$ cat src/rtl/dmem_arbiter.sv
// Data memory arbiter: CPU has fixed priority, host gets idle cycles,
// and a starvation counter forces a one-cycle CPU stall for the host.
module dmem_arbiter #(
    parameter int ADDR_W       = 32,
    parameter int STARVE_LIMIT = 8
) (
    input  logic              clk,
    input  logic              rst_n,
    input  logic              cpu_re,
    input  logic [3:0]        cpu_we,
    input  logic [ADDR_W-1:0] cpu_addr,
    input  logic [31:0]       cpu_wr_data,
    output logic [31:0]       cpu_rd_data,
    output logic              cpu_stall,
    input  logic              host_req,
    input  logic              host_rd,
    input  logic [3:0]        host_we,
    input  logic [ADDR_W-1:0] host_addr,
    input  logic [31:0]       host_wr_data,
    output logic              host_ack,
    output logic              host_rd_valid,
    output logic [31:0]       host_rd_data,
    output logic [3:0]        mem_we,
    output logic [ADDR_W-1:0] mem_addr,
    output logic [31:0]       mem_wr_data,
    input  logic [31:0]       mem_rd_data
);

    localparam logic [1:0] IDLE  = 2'd0;
    localparam logic [1:0] WAIT  = 2'd1;
    localparam logic [1:0] FORCE = 2'd2;

    logic [1:0] state;
    logic [1:0] state_nxt;
    logic [7:0] wait_cnt;
    logic [7:0] cnt_nxt;
    logic [7:0] cnt_inc;
    logic       last_host_rd;
    logic       cpu_active;
    logic       in_force;
    logic       grant;

    assign cpu_active = cpu_re | (|cpu_we);
    assign in_force   = (state == FORCE);
    assign grant      = in_force | (host_req & ~cpu_active);
    assign cnt_inc    = wait_cnt + 8'd1;

    // Any grant, withdrawal or idle cycle lands back in IDLE
    always_comb begin
        state_nxt = IDLE;
        cnt_nxt   = 8'd0;
        if (!in_force && host_req && cpu_active) begin
            cnt_nxt   = cnt_inc;
            state_nxt = (cnt_inc == 8'(STARVE_LIMIT)) ? FORCE : WAIT;
        end
    end

    always_ff @(posedge clk or negedge rst_n) begin
        if (!rst_n) begin
            state        <= IDLE;
            wait_cnt     <= 8'd0;
            last_host_rd <= 1'b0;
            cpu_stall    <= 1'b0;
        end else begin
            state        <= state_nxt;
            wait_cnt     <= cnt_nxt;
            last_host_rd <= grant & host_rd;
            cpu_stall    <= (state_nxt == FORCE);
        end
    end

    always_comb begin
        host_ack    = 1'b0;
        mem_we      = 4'd0;
        mem_addr    = cpu_addr;
        mem_wr_data = cpu_wr_data;
        if (rst_n) begin
            if (grant) begin
                host_ack    = 1'b1;
                mem_addr    = host_addr;
                mem_wr_data = host_wr_data;
                mem_we      = host_rd ? 4'd0 : host_we;
            end else begin
                mem_we = cpu_we;
            end
        end
    end

    assign host_rd_valid = last_host_rd;
    assign host_rd_data  = last_host_rd ? mem_rd_data : 32'd0;
    assign cpu_rd_data   = mem_rd_data;

endmodule

$ cat config.mk
export PLATFORM = sky130hd
export DESIGN_NAME = dmem_arbiter
export DESIGN_NICKNAME = d
export VERILOG_FILES = /design/src/rtl/dmem_arbiter.sv
export SDC_FILE = /design/constraint.sdc
export NUM_CORES = 1
export LEC_CHECK = 0
export CELL_PAD_IN_SITES_DETAIL_PLACEMENT = 1
export CELL_PAD_IN_SITES_GLOBAL_PLACEMENT = 1
export CORE_AREA = 10 10 108 158
export DETAILED_ROUTE_END_ITERATION = 8
export DIE_AREA = 0 0 118 168
export PLACE_DENSITY_LB_ADDON = 0.1
export REMOVE_ABC_BUFFERS = 1
export SETUP_SLACK_MARGIN = 0.05
export SKIP_CTS_REPAIR_TIMING = 1
export SYNTH_ARGS = -nofsm -noshare
export SYNTH_HDL_FRONTEND = slang
export SYNTH_SLANG_ARGS = --single-unit
$ cat constraint.sdc
create_clock -name clk -period 2.6 [get_ports clk]
set_input_delay 0.78 -clock clk [delete_from_list [all_inputs] [get_ports clk]]
set_output_delay 0.78 -clock clk [all_outputs]
set_load 0.05 [all_outputs]
==> flow_summary.ini <==
[sta]
finalSetupViolations = 68
slew_violations = 0
slew_headroom_pct = 65.43
fin_crit_sh_pct = 112.9
finClkSkew_ps = 1.466
finalSetupTns_ps = -19750
worst_pin_slew_ps = 517.0
fmax_mhz = 340.6
fin_crit_ps = 2936
hold_viol = 0
postLayoutSetupSlackWorst_ps = -335.8
rsz0062_at_grt = yes
worst_hold_slack_ps = 522.1

[clocking]
clkTransAtPathRegs_ps = 40
cts_buffers = 3
htreeDepth = 1
cts_sinks = 11
cts_root_buffer = clkbuf_16
cts_tree = yes
clock_path_buffers = 2
insertion_delay_ps = 240

[global_route]
antenna_found_initial = 1
grt_max_degree = 34
grt_pass1_vias = 2856
globalRouteOverflowTotal = 0
grt_usage_pct = 15.89
grt_first_pass_wirelength_um = 23630

[min_path]
hp-start = wait_cnt[0]
hold_path_depth = 1
min_to = wait_cnt[0]
hold_class = register to register

[yosys]
yosysWarnings = 0
synth_seq_cells = 11
synth_area_leaders = mux2_4 35%, dfrtp_1 13%, buf_4 12%
syn-cell-area_um2 = 2084
synth.most_common_cell = mux2_4
async_flop_share_pct = 100.0
synth.yosys.seq_area_share_pct = 13.21
synth-edff-count = 0
synth_top_area_cell = mux2_4
synth_top_area_share_pct = 35.29
synth.avg_cell_area_um2 = 9.833
synth_common_cells = 49 x mux2_4, 32 x and2_1, 32 x buf_4
postSynthCellCount = 212
ys_types = 35
synthFlopType = dfrtp_1

[routing]
drtIter0Drc = 57
drt_wl_total_um = 17520
vias = 2800
ant_nets = 0
dr.pass1.iters = 4
via_per_inst = 3.972
drc = 0
avgRoutedWirePerCell_um = 24.85

[placement]
place_hpwl_um = 15510
routabilityCongestion = 0.7408
io_buffers = 307
place_area_um2 = 5882
dp_slack_ps = -759.0

[floorplanning]
io_pins = 308
core_area_um2 = 14320
die_w_um = 118
dieArea_um2 = 19820
start_util_pct = 14.55
rows = 54
dieHeight_um = 168

[worst_setup_path]
critical_path.endpoint_type = output pin
r2r_slack_ps = 1140
arrival_ps = 2160
worstRegToRegCells = 4
r2r-start = state[1]
cp.required_ps = 1820
worstSetupPathType = input pin to output pin
r2r_end = state[1]
cp_max_fo = 7
cp-start-kind = input pin

[flow_run]
cap_violations = 0

[power]
power_leakage_nw = 3.029
p_comb_share_pct = 69.3
swShare_pct = 37.83
p_sw_mw = 0.5702
intPower_mw = 0.9371
p_total_mw = 1.507
pwr-share-seq_pct = 12.1
powerDensity_nw_per_um2 = 231.7
ir_worst_vdd_mv = 0.3873
p_clk_share_pct = 18.6

[run_status]
violations = negative setup slack
status = complete, but fails checks

[final_layout]
final_area_um2 = 6505
drive_above_1_share_pct = 48.53
n_antenna_cell = 0
finalNetCount = 684
synthToLayoutAreaGrowth_pct = 212.1
[routing by layer]
layer	vias to the layer above	GRT usage, %	wire length [µm]
li1	1301	-	-
met1	1358	15.61	5921
met2	135	32.63	10470
met3	6	4.921	1085
met4	0	0.8091	37
met5	-	0	0
[metrics by stage]
stage | cells | utilization (%)
3_5_place_dp | 692 | 41.06
2_1_floorplan | 168 | -
3_3_place_gp | 692 | 41.06
6_report | 705 | 45.41
4_1_cts | 696 | 41.61
5_1_grt | 705 | 45.41
[power groups by stage]
| stage | Combinational, mW | Clock (mW) | Sequential, mW |
|---|---|---|---|
| floorplan | 0.325 | 0 | 0.184 |
| global placement | 0.972 | 0 | 0.184 |
| detailed placement | 0.981 | 0 | 0.184 |
| CTS | 0.984 | 0.291 | 0.181 |
| global route | 1.08 | 0.296 | 0.182 |
| finish | 1.04 | 0.281 | 0.182 |
[layout make-up]
class                   instances  area, µm²
clock buffers                   4      78.83
fillers                      1537       7819
inverters                       3      11.26
multi-input cells             154       1567
flip-flops and latches         11      275.3
well taps                     196      245.2
repair buffers                337       4328
[flip-flops by register name, indices dropped and copies added (netlist names)]
register / flops
state: 2
wait_cnt: 8
host_rd_valid: 1
[worst max path at each step]
stage	startpoint	endpoint	slack [ps]	depth (start not counted)
floorplan	cpu_we[3]	mem_addr[31]	-2490	3
global placement	cpu_we[3]	mem_wr_data[0]	-720	7
detailed placement	cpu_we[3]	mem_wr_data[7]	-760	7
CTS	cpu_we[3]	mem_wr_data[7]	-760	7
global route	rst_n	mem_addr[5]	-370	8
finish	rst_n	mem_addr[5]	-340	8
[worst max-delay path, stage by stage]
cell	delay (ps)
buf_6	90
and4bb_1	200
a22oi_2	160
buf_6	150
buf_12	140
clkbuf_16	160
mux2_4	310
buf_12	150
[placed cells by master, fill, tap and decap left out, types with 2 or more instances in the layout]
master           instances
buf_6                   53
mux2_4                  64
dfrtp_1                 11
nand2_1                  6
buf_12                  78
nor2_1                   5
xor2_1                   2
buf_8                   14
or3_1                    3
and2_1                  32
clkbuf_2                 5
nand3_1                 10
inv_1                    2
o211ai_1                 4
clkbuf_16                9
dlymetal6s2s_1           4
o21ai_0                  3
a21oi_1                  4
buf_4                   15
clkdlybuf4s50_1        162
nor2b_4                  3
[kinds of logic after synthesis]
kind of cell             count (synthesis)  synth area share [%]
AO/OA/AOI/OAI                           14                 4.502
XOR/XNOR                                 3                 1.261
adder cells (fa/ha/maj)                  1                0.6001
buffers and inverters                   47                 16.45
flip-flops                              11                 13.21
multiplexers                            65                 43.88
AND/OR/NAND/NOR                         71                 20.11
Note: power is estimated with default switching activity, not from simulation.
